==> config.mk <==
export PLATFORM = sky130hd
export DESIGN_NAME = icache_assoc_flat
export DESIGN_NICKNAME = d
export VERILOG_FILES = /design/src/rtl/icache_assoc_if.sv /design/src/rtl/icache_assoc.sv /design/src/flat_wrapper.sv
export SDC_FILE = /design/constraint.sdc
export NUM_CORES = 1
export LEC_CHECK = 0
export ABC_CLOCK_PERIOD_IN_PS = 4400
export BUFFER_PORTS_ARGS = -buffer_cell sky130_fd_sc_hd__buf_4
export CORE_AREA = 8 8 447 361
export DETAILED_ROUTE_END_ITERATION = 6
export DIE_AREA = 0 0 455 369
export GPL_TIMING_DRIVEN = 0
export PLACE_DENSITY = 0.66
export SETUP_SLACK_MARGIN = 0.05
export SYNTH_ARGS = -nofsm -noshare
export SYNTH_HDL_FRONTEND = slang
export SYNTH_SLANG_ARGS = --single-unit
==> constraint.sdc <==
create_clock -name CLK -period 4.4 [get_ports CLK]
set_input_delay 0.88 -clock CLK [delete_from_list [all_inputs] [get_ports CLK]]
set_output_delay 0.88 -clock CLK [all_outputs]
set_load 0.02 [all_outputs]
==> src/rtl/icache_assoc_if.sv <==
`default_nettype none
// ============================================================================
//  Module   : icache_assoc_if
//  Purpose  : Bundles the fetch-side, memory-side and statistics signals of
//             icache_assoc so the cache and its environment share one port.
//  Ports    : fetch side  imemREN, imemaddr, flush -> ihit, imemload, busy
//             memory side iwait, iload -> iREN, iaddr
//             statistics  hit_count, miss_count
//  Modports : slave  - the cache itself
//             master - the datapath / arbiter / test environment
//  Revision : 1.0  initial release
// ============================================================================
interface icache_assoc_if;
   logic        imemREN;
   logic [31:0] imemaddr;
   logic        flush;
   logic        ihit;
   logic [31:0] imemload;
   logic        busy;
   logic        iREN;
   logic [31:0] iaddr;
   logic        iwait;
   logic [31:0] iload;
   logic [31:0] hit_count;
   logic [31:0] miss_count;

   modport slave (
      input  imemREN, imemaddr, flush, iwait, iload,
      output ihit, imemload, busy, iREN, iaddr, hit_count, miss_count
   );

   modport master (
      output imemREN, imemaddr, flush, iwait, iload,
      input  ihit, imemload, busy, iREN, iaddr, hit_count, miss_count
   );
endinterface
`default_nettype wire

==> src/rtl/icache_assoc.sv <==
`default_nettype none
// ============================================================================
//  Module   : icache_assoc
//  Purpose  : Read-only set-associative instruction cache. Hits return in the
//             request cycle; misses fill a whole block from memory into the
//             lowest invalid way (or the round-robin victim), then the
//             re-presented request hits. Flush invalidates one set per cycle.
//  Ports    : CLK  - clock, rising edge
//             RST  - asynchronous active-high reset
//             bus  - icache_assoc_if.slave (fetch, memory and counter signals)
//  Revision : 1.0  initial release
// ============================================================================
module icache_assoc #(
   parameter int SETS        = 8,
   parameter int WAYS        = 2,
   parameter int BLOCK_WORDS = 2
) (
   input  logic          CLK,
   input  logic          RST,
   icache_assoc_if.slave bus
);
   localparam int C_WB   = $clog2(BLOCK_WORDS);
   localparam int C_SB   = $clog2(SETS);
   localparam int C_WCW  = (C_WB > 0) ? C_WB : 1;
   localparam int C_WYW  = (WAYS > 1) ? $clog2(WAYS) : 1;
   localparam int C_TAGW = 30 - C_WB - C_SB;
   localparam logic [31:0] C_BLK_MASK = ~((32'(BLOCK_WORDS) << 2) - 32'd1);

   localparam logic [1:0] S_IDLE  = 2'd0;
   localparam logic [1:0] S_FILL  = 2'd1;
   localparam logic [1:0] S_FLUSH = 2'd2;

   // Storage
   logic [WAYS-1:0]   r_valid [SETS];
   logic [C_TAGW-1:0] r_tag   [SETS][WAYS];
   logic [31:0]       r_data  [SETS][WAYS][BLOCK_WORDS];
   logic [C_WYW-1:0]  r_vptr  [SETS];

   // Control
   logic [1:0]        r_state, w_next;
   logic [31:0]       r_fill_addr;
   logic [C_WYW-1:0]  r_fill_way;
   logic              r_fill_evict;   // victim held a valid block
   logic [C_WCW-1:0]  r_wcnt;
   logic [C_SB-1:0]   r_fcnt;
   logic              r_flush_pend;
   logic [31:0]       r_hit_count, r_miss_count;

   // Request address decode
   logic [C_SB-1:0]   w_idx;
   logic [C_TAGW-1:0] w_tag;
   logic [C_WCW-1:0]  w_woff;
   logic [C_SB-1:0]   w_fidx;
   logic [C_TAGW-1:0] w_ftag;

   assign w_idx  = bus.imemaddr[2+C_WB +: C_SB];
   assign w_tag  = bus.imemaddr[31 -: C_TAGW];
   assign w_fidx = r_fill_addr[2+C_WB +: C_SB];
   assign w_ftag = r_fill_addr[31 -: C_TAGW];

   generate
      if (C_WB > 0) begin : g_woff
         assign w_woff = bus.imemaddr[2 +: C_WB];
      end else begin : g_woff_none
         assign w_woff = '0;
      end
   endgenerate

   // Lookup and victim choice. Scanning downward lets the lowest invalid
   // way win.
   logic              w_hit, w_inv_found;
   logic [C_WYW-1:0]  w_hit_way, w_inv_way, w_victim;

   always_comb begin
      w_hit       = 1'b0;
      w_hit_way   = '0;
      w_inv_found = 1'b0;
      w_inv_way   = '0;
      for (int w = WAYS - 1; w >= 0; w--) begin
         if (r_valid[w_idx][w] && (r_tag[w_idx][w] == w_tag)) begin
            w_hit     = 1'b1;
            w_hit_way = C_WYW'(w);
         end
         if (!r_valid[w_idx][w]) begin
            w_inv_found = 1'b1;
            w_inv_way   = C_WYW'(w);
         end
      end
   end

   assign w_victim = w_inv_found ? w_inv_way : r_vptr[w_idx];

   // A flush (registered or arriving now) pre-empts any IDLE lookup.
   logic w_flush_req, w_idle_go, w_do_hit, w_do_miss, w_beat, w_fill_last, w_fl_last;

   assign w_flush_req = r_flush_pend | bus.flush;
   assign w_idle_go   = (r_state == S_IDLE) & ~w_flush_req & bus.imemREN;
   assign w_do_hit    = w_idle_go & w_hit;
   assign w_do_miss   = w_idle_go & ~w_hit;
   assign w_beat      = (r_state == S_FILL) & ~bus.iwait;
   assign w_fill_last = (r_wcnt == C_WCW'(BLOCK_WORDS - 1));
   assign w_fl_last   = (r_fcnt == C_SB'(SETS - 1));

   // State register
   always_ff @(posedge CLK or posedge RST) begin
      if (RST) r_state <= S_IDLE;
      else     r_state <= w_next;
   end

   // Next-state logic
   always_comb begin
      w_next = r_state;
      case (r_state)
         S_IDLE: begin
            if (w_flush_req)    w_next = S_FLUSH;
            else if (w_do_miss) w_next = S_FILL;
         end
         S_FILL:  if (w_beat && w_fill_last) w_next = S_IDLE;
         S_FLUSH: if (w_fl_last)             w_next = S_IDLE;
         default: w_next = S_IDLE;
      endcase
   end

   // Outputs
   always_comb begin
      bus.ihit       = w_do_hit;
      bus.imemload   = w_do_hit ? r_data[w_idx][w_hit_way][w_woff] : 32'd0;
      bus.iREN       = (r_state == S_FILL);
      bus.iaddr      = (r_state == S_FILL) ? (r_fill_addr + 32'({r_wcnt, 2'b00})) : 32'd0;
      bus.busy       = (r_state != S_IDLE) | r_flush_pend;
      bus.hit_count  = r_hit_count;
      bus.miss_count = r_miss_count;
   end

   // Control datapath: valid bits, victim pointers, counters, fill/flush state
   always_ff @(posedge CLK or posedge RST) begin
      if (RST) begin
         for (int s = 0; s < SETS; s++) begin
            r_valid[s] <= '0;
            r_vptr[s]  <= '0;
         end
         r_fill_addr  <= '0;
         r_fill_way   <= '0;
         r_fill_evict <= 1'b0;
         r_wcnt       <= '0;
         r_fcnt       <= '0;
         r_flush_pend <= 1'b0;
         r_hit_count  <= '0;
         r_miss_count <= '0;
      end else begin
         // Entry to FLUSH consumes the request; any later flush re-arms it.
         if ((r_state == S_IDLE) && w_flush_req) r_flush_pend <= 1'b0;
         else if (bus.flush)                     r_flush_pend <= 1'b1;

         if (w_do_hit) r_hit_count <= r_hit_count + 32'd1;

         if (w_do_miss) begin
            r_miss_count <= r_miss_count + 32'd1;
            r_fill_addr  <= bus.imemaddr & C_BLK_MASK;
            r_fill_way   <= w_victim;
            r_fill_evict <= ~w_inv_found;
            r_wcnt       <= '0;
         end

         if (w_beat) begin
            if (w_fill_last) begin
               r_wcnt                      <= '0;
               r_valid[w_fidx][r_fill_way] <= 1'b1;
               // Filling an empty way leaves the round-robin order alone.
               if (r_fill_evict && (WAYS > 1))
                  r_vptr[w_fidx] <= r_vptr[w_fidx] + C_WYW'(1);
            end else begin
               r_wcnt <= r_wcnt + C_WCW'(1);
            end
         end

         if (r_state == S_FLUSH) begin
            r_valid[r_fcnt] <= '0;
            r_vptr[r_fcnt]  <= '0;
            r_fcnt          <= w_fl_last ? '0 : (r_fcnt + C_SB'(1));
         end
      end
   end

   // Block data and tags are qualified by valid, so they need no reset.
   always_ff @(posedge CLK) begin
      if (w_beat) r_data[w_fidx][r_fill_way][r_wcnt] <= bus.iload;
      if (w_beat && w_fill_last) r_tag[w_fidx][r_fill_way] <= w_ftag;
   end
endmodule
`default_nettype wire

==> src/flat_wrapper.sv <==
// flat-port wrapper written by rule: the top's interface ports become plain ports
module icache_assoc_flat 
#(
   parameter int SETS        = 8,
   parameter int WAYS        = 2,
   parameter int BLOCK_WORDS = 2
)
  (CLK, RST, bus_imemREN, bus_imemaddr, bus_flush, bus_iwait, bus_iload, bus_ihit, bus_imemload, bus_busy, bus_iREN, bus_iaddr, bus_hit_count, bus_miss_count);
  icache_assoc_if bus_i ();
  input  logic CLK;
  input  logic RST;
  input wire logic [$bits(bus_i.imemREN)-1:0] bus_imemREN;
  input wire logic [$bits(bus_i.imemaddr)-1:0] bus_imemaddr;
  input wire logic [$bits(bus_i.flush)-1:0] bus_flush;
  input wire logic [$bits(bus_i.iwait)-1:0] bus_iwait;
  input wire logic [$bits(bus_i.iload)-1:0] bus_iload;
  output wire logic [$bits(bus_i.ihit)-1:0] bus_ihit;
  output wire logic [$bits(bus_i.imemload)-1:0] bus_imemload;
  output wire logic [$bits(bus_i.busy)-1:0] bus_busy;
  output wire logic [$bits(bus_i.iREN)-1:0] bus_iREN;
  output wire logic [$bits(bus_i.iaddr)-1:0] bus_iaddr;
  output wire logic [$bits(bus_i.hit_count)-1:0] bus_hit_count;
  output wire logic [$bits(bus_i.miss_count)-1:0] bus_miss_count;
  assign bus_i.imemREN = bus_imemREN;
  assign bus_i.imemaddr = bus_imemaddr;
  assign bus_i.flush = bus_flush;
  assign bus_i.iwait = bus_iwait;
  assign bus_i.iload = bus_iload;
  assign bus_ihit = bus_i.ihit;
  assign bus_imemload = bus_i.imemload;
  assign bus_busy = bus_i.busy;
  assign bus_iREN = bus_i.iREN;
  assign bus_iaddr = bus_i.iaddr;
  assign bus_hit_count = bus_i.hit_count;
  assign bus_miss_count = bus_i.miss_count;
  icache_assoc #(.SETS(SETS), .WAYS(WAYS), .BLOCK_WORDS(BLOCK_WORDS)) u_core (.CLK(CLK), .RST(RST), .bus(bus_i));
endmodule
==> impl_metrics.py <==
metrics = {
    "floorplanning": {
        "start_util": 0.398,
        "die-width_um": 455,
        "die_h_um": 369,
        "core_area_mm2": 0.154,
        "pin_count": 200,
        "row_count": 129,
        "dieArea_mm2": 0.168,
    },
    "setup_path": {
        "critPathLaunchType": "input port",
        "worstSetupPathType": "input port to output pin",
        "critPathArrivalTime_ns": 4.12,
        "crit_required_ns": 3.52,
        "cp-end-kind": "output pin",
        "critPathMaxFanout": 10,
    },
    "synth": {
        "yosysWarnings": 0,
        "synth_top_cell_area_share": 0.707,
        "syn_area_mm2": 0.0612,
        "ys_ff_latch": 1566,
        "synthTopCellsByArea": "edfxtp_1 71%, mux4_2 14%, dfrtp_1 5.2%, mux2i_1 2.3%, xor2_1 0.94%",
        "ys_seq_area_frac": 0.758,
        "synth_ff_type": "edfxtp_1",
        "synth_area_per_cell_um2": 21.2,
        "syn_inst": 2886,
        "synth_cell_types": 49,
        "synth_enable_flop_cells": 1440,
        "synthArstFlopShare": 0.0805,
        "yosysTopAreaCell": "edfxtp_1",
    },
    "final_layout": {
        "layout-drive-gt1-share": 0.342,
        "mostFrequentLayoutCell": "edfxtp_1",
        "area_delta_synth_final_pct": 20.6,
        "final_net_count": 3387,
        "final_cells": 5472,
        "seqCellArea_mm2": 0.0464,
        "final_cell_mix": "1440 x edfxtp_1, 384 x mux4_2, 192 x buf_4, 159 x clkbuf_16, 126 x dfrtp_1",
        "fillCellCount": 12300,
        "post-route-util": 0.480,
        "multiInputGateArea_mm2": 0.0153,
    },
    "sta": {
        "rsz0062_at_grt": "true",
        "fmax_mhz": 200,
        "hold_violations": 0,
        "finalCritPeriodShare": 1.14,
        "worst_slack_ns": -0.604,
        "slew_violations": 0,
        "final-setup-viol-count": 33,
        "skew_ns": 0.0347,
        "worst_pin_slew_ns": 1.25,
        "hold_slack_ns": 0.130,
        "relSlewSlack": 0.164,
        "period_needed_ns": 5.00,
    },
    "cts": {
        "clk_path_buf_depth": 3,
        "clk_pin_slew_worst_paths_ns": 0.06,
        "htree_levels": 4,
        "cts_tree": "built",
        "cts-buffers-inserted": 153,
        "clk_latency_ns": 0.78,
        "clock-sinks": 1566,
        "cts_hold_buf": 0,
        "cts-root-buf": "clkbuf_16",
    },
    "power_and_ir_drop": {
        "total_power_uw": 31900,
        "p_per_area_mw_per_mm2": 433,
        "ir_worst_vdd_uv": 412,
        "p_leak_uw": 0.0245,
    },
    "detailed_routing": {
        "drt-total-wl_mm": 162,
        "vias": 31300,
        "initialDrtViolationCount": 4076,
        "drcViolationCount": 0,
        "ant_nets": 0,
        "avgViaCountPerCell": 5.72,
        "drt_first_pass_iters": 6,
        "wl_per_cell_um": 29.6,
    },
    "run_status": {
        "violations": "setup timing",
        "status": "complete, but fails checks",
    },
    "global_routing": {
        "grt-ovfl-total": 0,
        "grt_pass1_wl_mm": 228,
        "grt.total_usage": 0.188,
        "antenna_found_initial": 4,
        "grt_pass1_vias": 30900,
        "grt_max_degree": 80,
    },
    "min_path": {
        "hp-class": "input port to asynchronous set/reset pin",
    },
    "run": {
        "max_cap_violations": 0,
    },
    "placement": {
        "port_buffers": 191,
        "gp_congestion": 0.788,
        "dp_cells": 5164,
        "hpwl_mm": 103,
    },
}
area by class of cell:
class | count | share of cell area
inverters | 26 | 0.00142
plain buffers | 143 | 0.0175
clock buffers | 192 | 0.0557
well taps | 2030 | 0.0344
multi-input cells | 1151 | 0.207
flip-flops and latches | 1566 | 0.629
repair buffers | 273 | 0.0437
diodes | 4 | 0.000136
clock inverters | 87 | 0.0114
path summary, 6_finish.rpt:
| check | from | end | slack, ns | depth (start not counted) |
|---|---|---|---|---|
| worst min-delay path | RST | u_core.bus.miss_count[29]$_DFFE_PP0P_ | 0.13 | 2 |
| worst min register to register | u_core.bus.miss_count[31]$_DFFE_PP0P_ | u_core.bus.miss_count[31]$_DFFE_PP0P_ | 0.48 | 1 |
| min in group CLK | bus_iwait | u_core.r_wcnt$_DFFE_PP0P_ | 0.36 | 2 |
| max in group asynchronous | RST | u_core.r_valid[10]$_DFF_PP0_ | 3.39 | 3 |
| worst max register to register | u_core.r_tag[7][46]$_DFFE_PP_ | u_core.r_fill_addr[4]$_DFFE_PP0P_ | 0.64 | 12 |
| worst max-delay path | bus_imemaddr[4] | bus_imemload[30] | -0.60 | 15 |
cell usage after synthesis (9+ instances only):
master and number:
a22oi_1 24, buf_1 31, nand2b_1 9, mux2_2 47, xnor2_1 31, o21ai_0 9, edfxtp_1 1440, or3_1 9
buf_2 43, dfrtp_1 126, mux2i_1 139, a211oi_1 9, and3_1 20, nand4_1 13, o22ai_1 10, nor4_1 18
nand2_1 38, a21oi_1 20, nor2_1 150, mux4_2 384, nor3_1 37, clkbuf_1 59, inv_1 26, nand3_1 19
a22o_1 10, xor2_1 66, and2_1 34
layer usage:
layer  routed length, um  GRT usage  vias to the layer above
met5                   9          0                        -
met1               67700      0.273                    16900
met2               77800      0.297                     1446
met3               13600     0.0354                      187
met4                2810     0.0436                        2
li1                    -          -                    12800
power by group:
part | switching, uW | total [uW] | internal, uW
clock network | 5660 | 13000 | 7310
registers | 403 | 17100 | 16700
logic | 1110 | 1880 | 769
total | 7170 | 31900 | 24700
logic make-up (layout without fill, tap and decap cells):
group / count (synthesis) / count (layout) / share of synthesized area
XOR/XNOR: 97 / 97 / 0.0139
flip-flops: 1566 / 1566 / 0.758
AND/OR/NAND/NOR: 378 / 378 / 0.0304
buffers and inverters: 170 / 721 / 0.0124
AO/OA/AOI/OAI: 100 / 100 / 0.0113
other: 1 / 6 / 0.0000613
adder cells (fa/ha/maj): 4 / 4 / 0.000818
multiplexers: 570 / 570 / 0.173
sequential cells by signal (all words and copies together) (netlist names):
register and cells:
u_core.bus.hit_count 32, u_core.r_wcnt 1, u_core.bus.miss_count 32, u_core.r_flush_pend 1, u_core.r_fill_addr 29, u_core.r_vptr 8
u_core.r_fcnt 3, u_core.r_fill_way 1, u_core.r_tag 416, u_core.r_fill_evict 1, u_core.r_valid 16, u_core.r_state 2
u_core.r_data 1024
timing repair:
action                     CTS  global route
cloned                       7             1
setup endpoints to repair   75            33
buffers inserted            12             6
gates resized for setup    270            61
pin swaps                   25            19
worst max-delay path, cell delays in order:
cell     delay (ns)
buf_16         0.14
buf_12         0.16
mux4_2         0.55
mux2i_4        0.19
xor2_2         0.28
nand4_1        0.18
nor4_2         0.29
nand4_1        0.14
buf_6          0.17
nor2b_4        0.13
buf_12         0.22
buf_12         0.19
mux2i_4        0.38
nor2_4         0.05
buf_6          0.13
through the flow:
stage	cell area, um2	TNS (ns)	setup slack [ns]
final	73800	-17.04	-0.604
after global routing	73800	-19.75	-0.679
after CTS	73400	-17.62	-0.590
after detailed placement	67100	-153.79	-2.40
after global placement	65400	-1788.46	-2.44
after floorplan	61500	0	0.0644
(Power assumes the default switching activity.)
